<file path="config.mk">
export PLATFORM = sky130hd
export DESIGN_NAME = aes_key_scheduler_flat
export DESIGN_NICKNAME = d
export VERILOG_FILES = /design/src/rtl/aes_pkg.sv /design/src/rtl/aes_key_scheduler_if.sv /design/src/rtl/aes_key_scheduler_rk_store.sv /design/src/rtl/aes_key_scheduler.sv /design/src/flat_wrapper.sv
export SDC_FILE = /design/constraint.sdc
export NUM_CORES = 2
export LEC_CHECK = 0
export CAP_MARGIN = 20
export CORE_UTILIZATION = 30
export DETAILED_ROUTE_END_ITERATION = 8
export PLACE_DENSITY = 0.45
export SETUP_SLACK_MARGIN = 0.1
export SYNTH_ARGS = -nofsm -noshare
export SYNTH_HDL_FRONTEND = slang
export SYNTH_SLANG_ARGS = --single-unit
</file>
<file path="constraint.sdc">
create_clock -name clk -period 7.18 [get_ports clk]
set_input_delay 1.795 -clock clk [delete_from_list [all_inputs] [get_ports clk]]
set_output_delay 1.795 -clock clk [all_outputs]
set_load 0.005 [all_outputs]
</file>
<file path="src/rtl/aes_pkg.sv">
// Shared AES definitions: key width, round count, key type and key-scheduler state encoding.
package aes_pkg;

  localparam int unsigned AES_KEY_W = 128;
  localparam int unsigned AES_NR    = 10;

  typedef logic [127:0] aes_key_t;

  typedef enum logic [1:0] {
    KS_IDLE   = 2'd0,
    KS_EXPAND = 2'd1,
    KS_DONE   = 2'd2
  } aes_ks_state_e;

endpackage

</file>
<file path="src/rtl/aes_key_scheduler_if.sv">
// Request/response link between the key scheduler (master) and the combinational
// single-round key expansion stage (slave).
interface aes_key_scheduler_if #(
  parameter int unsigned KEY_W = 128
);

  logic [KEY_W-1:0] exp_key;
  logic [3:0]       exp_rnum;
  logic             exp_valid;
  logic [KEY_W-1:0] exp_key_out;
  logic             exp_valid_out;

  modport master (
    output exp_key, exp_rnum, exp_valid,
    input  exp_key_out, exp_valid_out
  );

  modport slave (
    input  exp_key, exp_rnum, exp_valid,
    output exp_key_out, exp_valid_out
  );

endinterface

</file>
<file path="src/rtl/aes_key_scheduler_rk_store.sv">
// Round-key buffer: NR+1 entries, one write port, synchronous clear and a registered
// read port that returns 0 for addresses above NR.
module aes_rk_store #(
  parameter int unsigned KEY_W = 128,
  parameter int unsigned NR    = 10
) (
  input  logic             clk,
  input  logic             rst,
  input  logic             clr,
  input  logic             wr_en,
  input  logic [3:0]       wr_addr,
  input  logic [KEY_W-1:0] wr_data,
  input  logic [3:0]       rd_addr,
  output logic [KEY_W-1:0] rd_data
);

  localparam logic [3:0] LAST = 4'(NR);

  logic [KEY_W-1:0] mem [0:NR];

  // The read samples the pre-edge contents, so a same-cycle write is seen one cycle later.
  always_ff @(posedge clk) begin
    if (rst) begin
      rd_data <= '0;
      for (int i = 0; i <= int'(NR); i++) mem[i] <= '0;
    end else begin
      rd_data <= (rd_addr <= LAST) ? mem[rd_addr] : '0;
      if (clr) begin
        for (int i = 0; i <= int'(NR); i++) mem[i] <= '0;
      end
      if (wr_en && (wr_addr <= LAST)) mem[wr_addr] <= wr_data;
    end
  end

endmodule

</file>
<file path="src/rtl/aes_key_scheduler.sv">
// AES-128 key-expansion controller. Optional stall timeout enabled by defining
// AES_KEY_SCHED_TIMEOUT_EN; otherwise EXPAND waits indefinitely and sched_err is 0.
module aes_key_scheduler
  import aes_pkg::*;
#(
  parameter int unsigned KEY_W = AES_KEY_W,
  parameter int unsigned NR    = AES_NR
) (
  input  logic                       clk,
  input  logic                       rst,
  input  logic [KEY_W-1:0]           key_in,
  input  logic                       key_load,
  output logic                       key_ready,
  aes_key_scheduler_if.master        exp,
  input  logic [3:0]                 rk_rd_addr,
  output logic [KEY_W-1:0]           rk_rd_data,
  output logic                       sched_done,
  output logic                       sched_err
);

  localparam logic [3:0] LAST = 4'(NR);

  aes_ks_state_e    state;
  logic [KEY_W-1:0] cur_key;
  logic [3:0]       rnum;
  logic             load_ok;
  logic             hit;
  logic             abort;

  assign key_ready     = (state != KS_EXPAND);
  assign sched_done    = (state == KS_DONE);
  assign exp.exp_valid = (state == KS_EXPAND);
  assign exp.exp_key   = cur_key;
  assign exp.exp_rnum  = rnum;

  assign load_ok = key_load && key_ready;
  assign hit     = (state == KS_EXPAND) && exp.exp_valid_out;

`ifdef AES_KEY_SCHED_TIMEOUT_EN
  logic [3:0] stall_cnt;
  logic       err;

  // The fifteenth consecutive stalled cycle triggers the abort.
  assign abort     = (state == KS_EXPAND) && !exp.exp_valid_out && (stall_cnt == 4'd14);
  assign sched_err = err;

  always_ff @(posedge clk) begin
    if (rst) begin
      stall_cnt <= '0;
      err       <= 1'b0;
    end else begin
      err <= abort;
      if ((state != KS_EXPAND) || exp.exp_valid_out || abort) stall_cnt <= '0;
      else                                                  stall_cnt <= stall_cnt + 4'd1;
    end
  end
`else
  assign abort     = 1'b0;
  assign sched_err = 1'b0;
`endif

  always_ff @(posedge clk) begin
    if (rst) begin
      state   <= KS_IDLE;
      cur_key <= '0;
      rnum    <= '0;
    end else begin
      case (state)
        KS_IDLE, KS_DONE: begin
          if (key_load) begin
            state   <= KS_EXPAND;
            cur_key <= key_in;
            rnum    <= 4'd1;
          end
        end
        KS_EXPAND: begin
          if (exp.exp_valid_out) begin
            cur_key <= exp.exp_key_out;
            if (rnum == LAST) state <= KS_DONE;
            else              rnum  <= rnum + 4'd1;
          end else if (abort) begin
            state <= KS_IDLE;
          end
        end
        default: state <= KS_IDLE;
      endcase
    end
  end

  aes_rk_store #(
    .KEY_W (KEY_W),
    .NR    (NR)
  ) u_store (
    .clk     (clk),
    .rst     (rst),
    .clr     (load_ok || abort),
    .wr_en   (load_ok || hit),
    .wr_addr (load_ok ? 4'd0 : rnum),
    .wr_data (load_ok ? key_in : exp.exp_key_out),
    .rd_addr (rk_rd_addr),
    .rd_data (rk_rd_data)
  );

endmodule

</file>
<file path="src/flat_wrapper.sv">
// flat-port wrapper written by rule: the top's interface ports become plain ports
module aes_key_scheduler_flat import aes_pkg::*;
#(
  parameter int unsigned KEY_W = AES_KEY_W,
  parameter int unsigned NR    = AES_NR
)
  (clk, rst, key_in, key_load, key_ready, rk_rd_addr, rk_rd_data, sched_done, sched_err, exp_exp_key, exp_exp_rnum, exp_exp_valid, exp_exp_key_out, exp_exp_valid_out);
  aes_key_scheduler_if #(.KEY_W(KEY_W)) exp_i ();
  input  logic clk;
  input  logic rst;
  input  logic [KEY_W-1:0] key_in;
  input  logic key_load;
  output logic key_ready;
  input  logic [3:0] rk_rd_addr;
  output logic [KEY_W-1:0] rk_rd_data;
  output logic sched_done;
  output logic sched_err;
  output wire logic [$bits(exp_i.exp_key)-1:0] exp_exp_key;
  output wire logic [$bits(exp_i.exp_rnum)-1:0] exp_exp_rnum;
  output wire logic [$bits(exp_i.exp_valid)-1:0] exp_exp_valid;
  input wire logic [$bits(exp_i.exp_key_out)-1:0] exp_exp_key_out;
  input wire logic [$bits(exp_i.exp_valid_out)-1:0] exp_exp_valid_out;
  assign exp_exp_key = exp_i.exp_key;
  assign exp_exp_rnum = exp_i.exp_rnum;
  assign exp_exp_valid = exp_i.exp_valid;
  assign exp_i.exp_key_out = exp_exp_key_out;
  assign exp_i.exp_valid_out = exp_exp_valid_out;
  aes_key_scheduler #(.KEY_W(KEY_W), .NR(NR)) u_core (.clk(clk), .rst(rst), .key_in(key_in), .key_load(key_load), .key_ready(key_ready), .exp(exp_i), .rk_rd_addr(rk_rd_addr), .rk_rd_data(rk_rd_data), .sched_done(sched_done), .sched_err(sched_err));
endmodule
</file>
**After elaboration in Yosys (flattened, before gate mapping)**

Memory sizes are Yosys's and may differ from the RTL's. A register that Yosys moved wholly into a read port is not among the register bits.
Index checks and enable logic that the tools add are counted.

- Register bits: 134
- Memory bits (writable): 1408
- Output and inout bits: 264
- Memories: 1

Memories:

| name | depth | bits a word | read ports | clocked after memory_dff | wr ports | line | text |
|---|---|---|---|---|---|---|---|
| u_core.u_store.mem | 11 | 128 | 1 | 1 | 12 | aes_key_scheduler_rk_store.sv:19 | `logic [KEY_W-1:0] mem [0:NR];` |

- $add $sub $neg: 1
- Magnitude comparators: 2
- Equality and inequality tests: 8
- Muxes and demuxes: 32
- Bitwise logic cells: 12
- Reduce and logical (&&, ||, !) cells: 11

Operator list:

| kind | number |
|---|---|
| 2-to-1 mux 128 bit | 14 |
| case mux 128 bit (2 select lines) | 1 |
| 2-to-1 mux 4 bit | 4 |
| bitwise OR 1 bit | 11 |
| less-or-equal comparator 4 bit (second input constant) | 2 |
| 2-to-1 mux 1 bit | 8 |
| case mux 4 bit (2 select lines) | 1 |
| 2-to-1 mux 2 bit | 3 |
| inequality test 2 x 1 -> 1 bit (second input constant) | 3 |
| AND reduction 3 bit | 2 |
| adder 4 x 1 -> 4 bit (second input constant) | 1 |
| == test 4 bit (second input constant) | 1 |
| inequality test 2 bit (second input constant) | 2 |
| case mux 2 bit (2 select lines) | 1 |
| AND reduction 4 bit | 1 |
| OR reduction 2 bit | 2 |
| logical AND 1 bit | 3 |
| == test 2 x 1 -> 1 bit (second input constant) | 1 |
| == test 2 bit (second input constant) | 1 |
| logical NOT 2 bit | 1 |
| nonzero test 2 bit | 1 |
| logical OR 1 bit | 1 |
| inverter 1 bit | 1 |

**Longest topological paths before layout**

- Depth after elaboration: 8
- Depth in mapped cells: 8
- Gate-level depth less buffers: 6

**Modules after synthesis**

From an unflattened synthesis, not the netlist that was laid out.

- Cells, all modules: 5374
- Area total of the unflattened synthesis: 74685.4 µm²

Modules (own cells, without submodules):

| module | instances | cells an instance | area an instance (µm²) | sequential area each (µm²) |
|---|---|---|---|---|
| aes_rk_store | 1 | 4457 | 66342.4 | 44843.0 |
| aes_key_scheduler | 1 | 917 | 8343.0 | 2682.6 |

**Worst setup path after synthesis**

No wires, ideal clock.

- Kind: input to register
- Start: input rst
- End: memory u_core.u_store.mem[7][0], enable pin
- Setup time: 1.108 ns
- Arrival time: 4.986 ns
- Required time: 6.072 ns
- Path slack: 1.086 ns
- Stages: 6
- Buffers on the path: 3
- Cells stage by stage: clkbuf_1 > nor2_1 > nand4_1 > clkbuf_1 > clkbuf_1 > nand2_1

RTL lines:

| item | line | text |
|---|---|---|
| start: declaration | flat_wrapper.sv:10 | `input logic rst;` |
| end: declaration | aes_key_scheduler_rk_store.sv:19 |  |

**Worst setup path after layout**

- Start: register u_core.state[1]
- End: output key_ready

- Cells in the longest elaborated chain, start to end: 1

Ends and longest elaborated chain:

| item | line | text |
|---|---|---|
| start: declaration | aes_key_scheduler.sv:23 | `aes_ks_state_e state;` |
| start signal: assignment | aes_key_scheduler.sv:64 | `state <= KS_IDLE;` |
| start signal: assignment | aes_key_scheduler.sv:71 | `state <= KS_EXPAND;` |
| start signal: assignment | aes_key_scheduler.sv:79 | `if (rnum == LAST) state <= KS_DONE;` |
| inequality test 2 x 1 -> 1 bit | aes_key_scheduler.sv:30 | `assign key_ready = (state != KS_EXPAND);` |
| end: declaration | flat_wrapper.sv:13 | `output logic key_ready;` |

No other way between the ends.

==> reports/qor.txt <==
vias in the first global route - 46900
Iter 0 DRT Violations - 3807
Final Max Tran Viols - 0
relative slew slack - 24.3%
Mapped Avg Cell Area - 12.8 um2
Cell Rows - 177
width of the die - 486 um
Global Route met2 Usage - 35.9%
FFs w/ async S/R, synth - 0%
DR WL/cell - 26.8 um
CTS clk-pin slew, worst paths - 60 ps
most frequent cells in the layout - nor2_1 (1668), edfxtp_1 (1408), clkdlybuf4s50_1 (522)
largest area contributor in the netlist - edfxtp_1
Leakage - 32.6 nW
YS warnings - 0
grt met3 use - 2.58%
synthesized instance count - 5484
gr usage total - 20.3%
die area - 236000 um2
fillers - 22500
largest net degree at the start of global routing - 129
Main synth FF type - edfxtp_1
Vias - 45700
busiest grt layer - met2
first drt pass iteration count - 6
commonest non-fill, non-tap cell in the layout - nor2_1
reg-to-reg critical path startpoint - u_core.state[1]
Slew @ Worst Pin - 1100 ps
CP max-delay cell - buf_4
CP arrival - 3180 ps
post-synth cell types - 39
Max VDD drop - 269 uV
hold slack - 494 ps
Tcrit/Tclk final - 69.3%
max-cap check violation count - 0
share of cells above drive strength 1 - 10.8%
# IOs - 528
P&R area growth vs syn - 21.0%
Resized cells post-CTS - 0
Fmax - 0.201 GHz
total grt overflow - 0
register area - 47500 um2
run status - complete, no violations
initial antenna violation count - 9
crit start category - flop
FF+latch count, synth - 1670
PortBufs - 526
Initial Util - 30.2%
Cell Chain, Critical Path - nand2b_4, buf_4, clkdlybuf4s50_1
Die Ht - 486 um
clk sinks - 1670
global-route wire length before repair - 348 mm
final WL - 245 mm
GPL Wtd Cong - 0.779
# hold bufs at CTS - 0
Mapped Nets - 5750
Worst Hold Path EP - u_core.exp.exp_key[115]
Cells on Worst Hold Path - 2
worst min-delay path startpoint - u_core.exp.exp_key[115]
final hold vios - 0
multi-input logic area - 20200 um2
WS Path Type - flop to output pin
Buffers & Inverters on Critical Path - 2
Post-CTS Setup Repair Bufs - 0
TritonCTS Buffers - 192
Synth top area share - 60.1%
RSZ-0062 raised after global routing - false
Mapped Area - 70400 um2
Power Dens Cells - 278 nW/um2
synth top area cells - edfxtp_1 (60%), nor2_1 (8.9%), dfxtp_1 (7.5%), mux2i_1 (7.3%), mux4_2 (4.1%)
DRT antenna net count - 0
Residual DRC - 0
Setup TNS Final - 0 ps
worst-case reg-to-reg path depth - 7
Worst setup EP type - output pin
Clock Latency Late Sink - 840 ps
post-synthesis sequential area ratio - 67.5%
Final Skew - 45.6 ps
worst hold path type - flop to flop
Root Buffer - clkbuf_16
CORE AREA - 233000 um2
met1 GRT Util - 26.1%
Post-synth EDFFs - 1408
CP peak stage delay - 760 ps
peak fanout along the critical path - 46
final setup vio count - 0
Detailed Place HPWL - 135 mm
CP top delay family - buffers and inverters
critical path required time - 5390 ps
Worst R2R Setup Slack - 3120 ps
min cycle time layout - 4980 ps
CTS Buffer Depth - 3
CTS tree - done
worst reg2reg endpoint - u_core.u_store.mem[6][57]
final layout net count - 6108
routed vias/inst - 4.99
CTS H-tree lvls - 4
-- worst max-delay path by stage --
stage	depth (start not counted)	endpoint	slack, ps	startpoint
floorplan	6	u_core.u_store.mem[7][0]	1090	rst
finish	3	key_ready	2200	u_core.state[1]
global route	3	key_ready	2060	u_core.state[1]
CTS	3	key_ready	2080	u_core.state[1]
detailed placement	7	u_core.u_store.mem[6][63]	1650	exp_exp_valid_out
global placement	7	u_core.u_store.mem[6][30]	1700	exp_exp_valid_out
-- Yosys cell counts, types with 5 or more instances --
| master | number |
|---|---|
| buf_1 | 18 |
| o21ai_0 | 131 |
| a22oi_1 | 128 |
| buf_2 | 256 |
| nor2_1 | 1669 |
| mux4_2 | 128 |
| inv_1 | 5 |
| nand2_1 | 272 |
| nor2b_1 | 5 |
| buf_4 | 29 |
| clkbuf_1 | 184 |
| a21oi_1 | 131 |
| o211ai_1 | 129 |
| nand3_1 | 5 |
| buf_6 | 56 |
| a311oi_1 | 128 |
| mux2i_1 | 511 |
| edfxtp_1 | 1408 |
| dfxtp_1 | 262 |
-- kinds of logic after synthesis --
| family | share of synthesized area (%) |
|---|---|
| AOI/OAI and AO/OA | 6.24 |
| xor gates and xnor gates | 0.0125 |
| adders and majority gates | 0.0356 |
| buffers and inverters | 4.13 |
| DFF | 67.5 |
| muxes | 11.4 |
| other | 0.00533 |
| and+or+nand+nor | 10.6 |
-- worst reg2reg max path, stage by stage, from the launching register on --
cell and delay [ps]:
dfxtp_1 350, nand2b_4 520, buf_4 790, a21oi_2 170, buf_4 280, nand2_4 100
buf_4 520, buf_4 890
-- power by group --
group          internal (mW)  switching, mW
logic                  0.904           1.55
registers               11.2          0.186
clock network           5.69           4.19
-- per-layer routing --
layer  vias to the layer above  wire [um]
met5                         -          0
met4                         0       5830
met3                       262      10500
met2                      1190     125000
met1                     23800     104000
li1                      20400          -
-- final cells by class --
class | instances | area share (%)
Tap cell | 3132 | 4.60
Clock inverter | 107 | 1.28
Timing Repair Buffer | 707 | 8.38
Multi-Input combinational cell | 3266 | 23.7
Inverter | 5 | 0.0279
Sequential cell | 1670 | 55.8
Antenna cell | 4 | 0.0118
Clock buffer | 256 | 6.15
-- state kept, by name, summed over array words and instances (netlist names) --
name / cells
u_core.u_store.mem: 1408
u_core.exp.exp_key: 128
u_core.exp.exp_rnum: 4
u_core.u_store.rd_data: 128
u_core.state: 2
-- per-stage QoR --
stage | total power [mW] | util [%] | area [um2] | setup slack [ps] | cells
detailed placement | 14.0 | 33.8 | 78700 | 1650 | 8770
CTS | 23.9 | 36.5 | 85100 | 2080 | 9133
floorplan | 12.8 | - | 70400 | 1090 | 5484
finish | 23.7 | 36.6 | 85200 | 2200 | 9147
global route | 24.4 | 36.6 | 85100 | 2060 | 9144
global placement | 14.0 | 33.8 | 78700 | 1700 | 8766
No activity file was read; power rests on OpenSTA's default activity.
